`src/rtl/dmux_nway_reg.sv`:
```
// dmux_nway_reg: registered N-way demultiplexer with valid/ready handshake.
// Each output channel has a one-entry holding register (EMPTY/FULL). A word
// is steered to the channel named by in_sel, or to every channel when
// in_bcast is set. Unicast words addressed past the last channel are
// accepted and discarded, and they are counted in a saturating drop counter.
module dmux_nway_reg #(
    parameter int WIDTH = 16,
    parameter int WAYS  = 8,
    parameter int SEL_W = 3
) (
    input  logic                    clk,
    input  logic                    rst_n,
    input  logic                    in_valid,
    output logic                    in_ready,
    input  logic [WIDTH-1:0]        in_data,
    input  logic [SEL_W-1:0]        in_sel,
    input  logic                    in_bcast,
    output logic [WAYS-1:0]         out_valid,
    input  logic [WAYS-1:0]         out_ready,
    output logic [WAYS*WIDTH-1:0]   out_data,
    output logic [15:0]             drop_count
);

    typedef enum logic {
        EMPTY = 1'b0,
        FULL  = 1'b1
    } chan_state_t;

    localparam logic [SEL_W:0] WAYS_L = (SEL_W+1)'(WAYS);

    chan_state_t      state_q [WAYS];
    chan_state_t      state_d [WAYS];
    logic [WIDTH-1:0] data_p0 [WAYS];

    logic [WAYS-1:0]  free;
    logic [WAYS-1:0]  sel_hit;
    logic [WAYS-1:0]  load;
    logic             sel_in_range;
    logic             accept;
    logic             drop;

    // Saturating increment: the drop counter sticks at all-ones.
    function automatic logic [15:0] sat_inc(input logic [15:0] v);
        return (v == 16'hFFFF) ? v : v + 16'd1;
    endfunction

    // Handshake decode, per-channel next state and register-driven outputs.
    always_comb begin
        free         = '0;
        sel_hit      = '0;
        load         = '0;
        in_ready     = 1'b0;
        out_valid    = '0;
        out_data     = '0;
        sel_in_range = ({1'b0, in_sel} < WAYS_L);

        for (int k = 0; k < WAYS; k++) begin
            // A draining channel can be refilled in the same cycle.
            free[k]    = (state_q[k] == EMPTY) | out_ready[k];
            sel_hit[k] = (in_sel == SEL_W'(k));
        end

        if (in_bcast)
            in_ready = &free;
        else if (sel_in_range)
            in_ready = |(free & sel_hit);
        else
            in_ready = 1'b1;

        accept = in_valid & in_ready;
        drop   = accept & ~in_bcast & ~sel_in_range;

        if (accept)
            load = in_bcast ? {WAYS{1'b1}} : sel_hit;

        for (int k = 0; k < WAYS; k++) begin
            state_d[k] = state_q[k];
            if (load[k])
                state_d[k] = FULL;
            else if (out_ready[k])
                state_d[k] = EMPTY;

            out_valid[k]                = (state_q[k] == FULL);
            out_data[k*WIDTH +: WIDTH]  = data_p0[k];
        end
    end

    // Channel state and holding registers; reset clears both immediately.
    always_ff @(posedge clk or negedge rst_n) begin
        if (!rst_n) begin
            for (int k = 0; k < WAYS; k++) begin
                state_q[k] <= EMPTY;
                data_p0[k] <= '0;
            end
        end else begin
            for (int k = 0; k < WAYS; k++) begin
                state_q[k] <= state_d[k];
                if (load[k])
                    data_p0[k] <= in_data;
            end
        end
    end

    // Count unicast words discarded for an out-of-range channel index.
    always_ff @(posedge clk or negedge rst_n) begin
        if (!rst_n)
            drop_count <= 16'd0;
        else if (drop)
            drop_count <= sat_inc(drop_count);
    end

endmodule

```
`config.mk`:
```
export PLATFORM = sky130hd
export DESIGN_NAME = dmux_nway_reg
export DESIGN_NICKNAME = d
export VERILOG_FILES = /design/src/rtl/dmux_nway_reg.sv
export SDC_FILE = /design/constraint.sdc
export NUM_CORES = 1
export LEC_CHECK = 0
export CORE_UTILIZATION = 48
export DETAILED_ROUTE_END_ITERATION = 12
export PLACE_DENSITY = 0.81
export SLEW_MARGIN = 20
export SYNTH_ARGS = -nofsm -noshare
export SYNTH_HDL_FRONTEND = slang
export SYNTH_SLANG_ARGS = --single-unit
```
`constraint.sdc`:
```
create_clock -name clk -period 2 [get_ports clk]
set_input_delay 0.4 -clock clk [delete_from_list [all_inputs] [get_ports clk]]
set_output_delay 0.4 -clock clk [all_outputs]
set_load 0.05 [all_outputs]
```
# Word-level counts from Yosys, hierarchy flattened
# Index checks and enable logic that the tools add are counted.
word_totals:
  word_cells: 71
  inputBits: 31
  ff_bits: 136
  output_inout_bits: 153
classes:
  n_eq_ne: 7
  n_reduce_logical: 11
  n_bitwise: 18
  muxes: 19
op_table:
  columns: ["op", "n"]
  rows:
  - ["$mux 1", 17]
  - ["$mux 8", 2]
  - ["$reduce_bool 2->1", 8]
  - ["$eq 3x3->1 const B", 4]
  - ["$and 8x8->8", 1]
  - ["$not 1->1", 8]
  - ["$or 1x1->1", 8]
  - ["$reduce_and 8->1", 1]
  - ["$reduce_or 8->1", 1]
  - ["$eq 3x2->1 const B", 2]
  - ["$eq 3x1->1 const B", 1]
  - ["$logic_not 3->1", 1]
  - ["$and 1x1->1", 1]

# Longest topological paths before layout
# Gate-level depths: netlist (run 1).
logic_depth:
  word_depth: 8
  depth_mapped: 7
  ltp_nobuf: 4

# Least setup slack after synthesis (run 1)
# Ideal clock, no wire load.
synth_timing:
  kind: "reg2out"
  from: "register state_q, in the netlist out_valid[4]"
  to: "output in_ready"
  stages_incl_launch_ff: 5
  required_time_ns: 1.600
  arrival_ns: 2.185
  slack_ns: -0.585
  cell_sequence: "dfrtp_1 nor2b_1 a22oi_1 a32oi_1 o21ai_0"
synth_between:
  elab_chain_len: 5
synth_rtl:
  columns: ["element", "line_no", "text"]
  rows:
  - ["start: declaration", "31", "chan_state_t state_q [WAYS];"]
  - ["start signal: indexed assignment", "97", "state_q[k] <= state_d[k];"]
  - ["$not 1->1 *", "59", "free[k] = (state_q[k] == EMPTY) | out_ready[k];"]
  - ["$or 1x1->1 *", "59", null]
  - ["$and 8x8->8", "66", "in_ready = |(free & sel_hit);"]
  - ["$reduce_or 8->1", "66", null]
  - ["$mux 1 *", "63", "if (in_bcast)"]
  - ["end: declaration", "14", "output logic in_ready,"]
# Mark *: on every way between the ends. The rest lies on a longest branch, timed or not.

# Worst setup path in the final report (run 1)
layout_timing:
  from: "register state_q, in the netlist out_valid[3]"
  to: "output in_ready"
# Same word-level chain as after synthesis.

==> impl_metrics.json, run 1 <==
{
  "max_freq_ghz": 0.456,
  "synth_most_common_cell": "nand2_1",
  "worstPathCellList": "nand2b_4, mux4_2, a32oi_2, o21ai_4, buf_12",
  "clock_path_buffers": 2,
  "rsz0062_at_grt": "true",
  "power.leakage_uw": 0.00484,
  "drtPass1Iterations": 5,
  "clk_pin_slew_worst_paths_ns": 0.06,
  "arrival_ns": 1.79,
  "syn-cell-area_sq_mm": 0.00638,
  "nets": 935,
  "cts_tree": "built",
  "yosys_warnings": 0,
  "post-route-min-period_ns": 2.19,
  "required_ns": 1.60,
  "post-route-period-util_pct": 110,
  "io_buffers": 167,
  "hold_path_class": "in2async",
  "ant_nets": 0,
  "io_pins": 184,
  "initial_core_util_pct": 50.0,
  "ys_types": 31,
  "drv_slew": 0,
  "p_clk_share_pct": 16.9,
  "setup_viol": 2,
  "power_density_mw_per_mm2": 1870,
  "globalplace.congestion": 0.886,
  "cts_made_buffers": 17,
  "vias_per_cell": 5.92,
  "dr_total_vias": 6448,
  "endpoint_kind": "output port",
  "final_cell_area_sq_mm": 0.00951,
  "grt_pass1_vias": 6554,
  "grt_usage_pct": 33.2,
  "peakVddDrop_mv": 1.12,
  "cts_max_level": 4,
  "dieArea_sq_mm": 0.0138,
  "rr_worst_depth": 6,
  "skew_ns": 0.00944,
  "rrSetupSlack_ns": 0.13,
  "ys.flop_type": "dfrtp_1",
  "r2r_end": "out_data[28]",
  "internal_power_uw": 8880,
  "finalHoldViolations": 0,
  "wl_per_cell_um": 20.7,
  "cts.sinks": 136,
  "crit_family": "multiplexers",
  "drt-total-wl_mm": 22.5,
  "synth-edff-count": 0,
  "netlist_top_cells_count": "257 x nand2_1, 136 x dfrtp_1, 128 x o211ai_1, 27 x clkbuf_1, 23 x buf_2",
  "seqPwrFrac_pct": 28.2,
  "relSlewSlack_pct": 62.7,
  "drive_gt1_share_pct": 18.2,
  "grt_start_max_net_pins": 68,
  "coreArea_sq_mm": 0.0128,
  "cp_max_fo": 3,
  "setup_ws_ns": -0.191,
  "drv_cap": 0,
  "ys_top_cells_by_area": "dfrtp_1 53%, nand2_1 15%, o211ai_1 15%",
  "synth_area_per_cell_sq_um": 9.30,
  "status": "complete, but fails checks",
  "synth_largest_area_cell": "dfrtp_1",
  "root_buffer": "clkbuf_16",
  "postPlaceCellArea_sq_mm": 0.00880,
  "rows": 41,
  "ys_ff_latch": 136,
  "syn2layout_area_growth_pct": 49.1,
  "antenna_found_initial": 0,
  "grt_pass1_wl_mm": 35.4,
  "p_sw_share_pct": 50.2,
  "hold-worst-slack_ns": 0.344,
  "drt_iter0_drc": 691,
  "synth_top_area_share_pct": 53.3,
  "async_flop_share_pct": 100,
  "critPathSlowestCell": "mux4_2",
  "cp-start-kind": "flip-flop",
  "yosysSeqAreaShare_pct": 53.3,
  "slowest_delay_ns": 0.47,
  "violations": "setup timing",
  "path_class": "reg2out",
  "p_sw_uw": 8960,
  "max_slew.worst_pin.slew_ns": 0.559,
  "synthCells": 686,
  "dpl.hpwl_mm": 14.9,
  "cp_num_buf_inv": 1,
  "grt_overflow": 0,
  "n_antenna_cell": 0,
  "die_y_um": 117,
  "p_comb_share_pct": 54.8,
  "insertion_delay_ns": 0.42,
  "drc": 0,
  "reg2reg_from": "out_valid[2]",
  "die_w_um": 117
}
==> how the worst max path moves through the flow <==
stage | start | end | cells past startpoint
finish | out_valid[3] | in_ready | 5
global route | out_valid[2] | in_ready | 5
CTS | out_valid[7] | in_ready | 5
detailed placement | out_ready[2] | in_ready | 6
global placement | out_ready[2] | in_ready | 6
floorplan | out_valid[6] | in_ready | 5
==> what timing repair did <==
item	CTS	global route
setup endpoints to repair	51	74
hold buffers	1	0
setup buffers	2	0
endpoints found under the hold margin	7	0
pin swaps	2	2
gates resized for setup	67	57
==> cell families after synthesis <==
| family | count (synthesis) | share of synthesized area (%) |
|---|---|---|
| other | 1 | 0.0588 |
| DFF | 136 | 53.3 |
| AOI/OAI and AO/OA | 132 | 15.5 |
| buffers and inverters | 78 | 6.69 |
| and+or+nand+nor | 338 | 24.1 |
| muxes | 1 | 0.353 |
==> state kept, by name, indices dropped and copies added (netlist names) <==
register and count:
out_data 128, out_valid 8
==> routing by layer <==
layer / part of all wire, % / routed length (um) / track usage [%] / vias up
li1: - / - / - / 2763
met1: 39 / 8830 / 42.9 / 3157
met2: 47 / 10600 / 51.1 / 440
met3: 9.8 / 2220 / 8.66 / 88
met4: 3.8 / 856 / 18.3 / 0
met5: 0 / 0 / 0 / -
==> stage by stage <==
| step | TNS (ns) | power [uW] | std cells | util, % | setup slack (ns) |
|---|---|---|---|---|---|
| after global placement | -27.99 | 14900 | 1054 | 68.9 | -0.375 |
| after floorplan | 0 | 11400 | 701 | - | 0.00126 |
| final | -0.207 | 17800 | 1089 | 74.5 | -0.191 |
| after global routing | -0.279 | 18500 | 1089 | 74.5 | -0.230 |
| after CTS | -0.220 | 17900 | 1089 | 73.3 | -0.220 |
| after detailed placement | -34.01 | 15100 | 1054 | 68.9 | -0.405 |
==> worst register-to-register path: stages, from the launching register on <==
cell and delay, ns:
dfrtp_2 0.42, nor2b_4 0.14, nor4_4 0.36, buf_4 0.34, nand4_1 0.19, buf_4 0.21, o211ai_1 0.10
==> cell usage in the layout (no fill, tap or decap), drive strengths merged, types with 3 or more instances in the layout <==
cell type / count
nand3: 5
conb: 16
nor3: 6
nor4: 3
nor2b: 10
clkbuf: 25
dlymetal6s2s: 54
clkdlybuf4s50: 43
nand2: 257
nand2b: 6
dlygate4sd2: 60
buf: 104
o211ai: 128
dfrtp: 136
or3: 12
and2: 16
nand4: 16
clkinv: 5
==> layout make-up <==
cell class              count  area [sq um]
fillers                   852          3260
clock inverters             7          66.3
clock buffers              25           505
repair buffers            262          2600
well taps                 172           215
multi-input cells         487          2710
flip-flops and latches    136          3410
==> power by group through the flow <==
stage | registers (uW) | clock network [uW] | logic, uW
4_1_cts | 5030 | 3030 | 9840
2_1_floorplan | 9530 | 0 | 1870
3_5_place_dp | 5030 | 0 | 10100
5_1_grt | 5150 | 3150 | 10200
3_3_place_gp | 5020 | 0 | 9910
6_report | 5040 | 3020 | 9780
Power figures use the tool's default switching activity.
==> inputs of run 2 (changes only) <==
- CORE_UTILIZATION: 48 -> 63
- DONT_BUFFER_PORTS: default -> 1
- PLACE_DENSITY: 0.81 -> 0.79
==> run 2 against run 1 <==
Against the previous run:
- the flow finishes with violations (hold timing, setup timing)
- first-iteration DRC count is 27% lower
- combinational power fell by 74%
- sequential power increased by 94%
- clock-buffer cell count is 8 lower
- wire length is 14% lower
- largest cell class unchanged
==> impl_metrics.json, run 2 (synthesis results as in run 1) <==
{
  "slowest_delay_ns": 0.46,
  "worstPathCellList": "nand2b_4, mux4_2, a32oi_2, o21ai_4",
  "io_buffers": 0,
  "dr_total_vias": 5581,
  "rsz0062_at_grt": "true",
  "setup_ws_ns": -0.213,
  "nets": 732,
  "finalHoldViolations": 136,
  "syn2layout_area_growth_pct": 14.9,
  "grt_overflow": 0,
  "fin_util_pct": 75.0,
  "drive_gt1_share_pct": 17.1,
  "initial_core_util_pct": 65.3,
  "critPathSlowestCell": "mux4_2",
  "cts_max_level": 4,
  "totalPowerFinal_uw": 15300,
  "power.leakage_uw": 0.00316,
  "die_w_um": 103,
  "largest_reg_flops": 128,
  "cts_tree": "built",
  "skew_ns": 0.00552,
  "final_cell_mix": "257 x nand2_1, 128 x o211ai_1, 128 x dfrtp_1",
  "dpl.hpwl_mm": 12.5,
  "die_y_um": 103,
  "drtPass1Iterations": 5,
  "r2r_end": "out_data[19]",
  "max_slew.worst_pin.slew_ns": 0.750,
  "arrival_ns": 1.81,
  "cp_num_buf_inv": 0,
  "cts_made_buffers": 17,
  "power_density_mw_per_mm2": 2090,
  "max_freq_ghz": 0.452,
  "antenna_found_initial": 0,
  "rr_worst_depth": 5,
  "insertion_delay_ns": 0.53,
  "cp_max_fo": 3,
  "status": "complete, but fails checks",
  "crit_family": "multiplexers",
  "post-route-min-period_ns": 2.21,
  "grt_start_max_net_pins": 137,
  "io_pins": 184,
  "n_antenna_cell": 0,
  "final_common_cell": "nand2_1",
  "violations": "hold timing, setup timing",
  "drv_cap": 0,
  "place_ws_ns": 0.0697,
  "coreArea_sq_mm": 0.00977,
  "drt_iter0_drc": 506,
  "required_ns": 1.60,
  "crit_cells": 4,
  "root_buffer": "clkbuf_8",
  "dieArea_sq_mm": 0.0105,
  "grt_pass1_vias": 5194,
  "vias_per_cell": 6.59,
  "postPlaceCellArea_sq_mm": 0.00660,
  "cp-start-kind": "flip-flop",
  "post-route-period-util_pct": 111,
  "hold_path_class": "in2async",
  "relSlewSlack_pct": 50.0,
  "drc": 0,
  "drv_slew": 0,
  "grt_pass1_wl_mm": 28.6,
  "rows": 36,
  "clock_path_buffers": 2,
  "wl_per_cell_um": 22.8,
  "path_class": "reg2out",
  "rrSetupSlack_ns": 0.08,
  "grt_usage_pct": 37.2,
  "cts.sinks": 136,
  "peakVddDrop_mv": 1.29,
  "setup_viol": 1,
  "globalplace.congestion": 0.909,
  "hold-worst-slack_ns": -0.430,
  "ant_nets": 0,
  "drt-total-wl_mm": 19.3,
  "reg2reg_from": "out_valid[6]",
  "final_cell_area_sq_mm": 0.00733,
  "endpoint_kind": "output port",
  "clk_pin_slew_worst_paths_ns": 0.06
}
run 2: power breakdown:
group | internal, uW | leakage [uW] | switching, uW | total (uW)
combinational | 1150 | 0.00121 | 1430 | 2580
sequential | 4000 | 0.00168 | 5760 | 9760
clock | 1770 | 0.000270 | 1230 | 3000
run 2: metrics by stage:
stage / setup TNS (ns) / std cells
after floorplan: 0 / 701
after global placement: 0 / 801
after detailed placement: 0 / 801
after CTS: -0.244 / 838
after global routing: -0.275 / 847
final: -0.213 / 847
run 2: worst max path at each step:
stage,slack [ns],from,to
finish,-0.21,out_valid[2],in_ready
global route,-0.27,out_valid[2],in_ready
CTS,-0.24,out_valid[3],in_ready
detailed placement,0.07,out_valid[6],out_data[19]
global placement,0.14,in_sel[1],out_data[78]
floorplan,0.001,out_valid[6],in_ready
run 2: layout make-up:
class	count	area, sq um
multi-input cells	487	2710
repair buffers	59	479
fillers	698	2440
clock buffers	17	414
flip-flops and latches	136	3410
well taps	133	166
clock inverters	15	154
run 2: timing repair:
action | CTS | global route
gates resized for setup | 9 | 3
pin swaps | 8 | 11
endpoints found under the hold margin | 136 | 136
buffers inserted | 5 | 9
endpoints found under the setup margin | 1 | 57
cloned | 0 | 0
run 2: metal layers:
layer / share of wire [%] / up-vias / routed length, um / GRT usage (%)
li1: - / 2359 / - / -
met1: 37 / 2772 / 7170 / 49.5
met2: 48 / 400 / 9220 / 56.6
met3: 12 / 50 / 2380 / 12.1
met4: 2.9 / 0 / 570 / 15.4
met5: 0 / - / 0 / 0
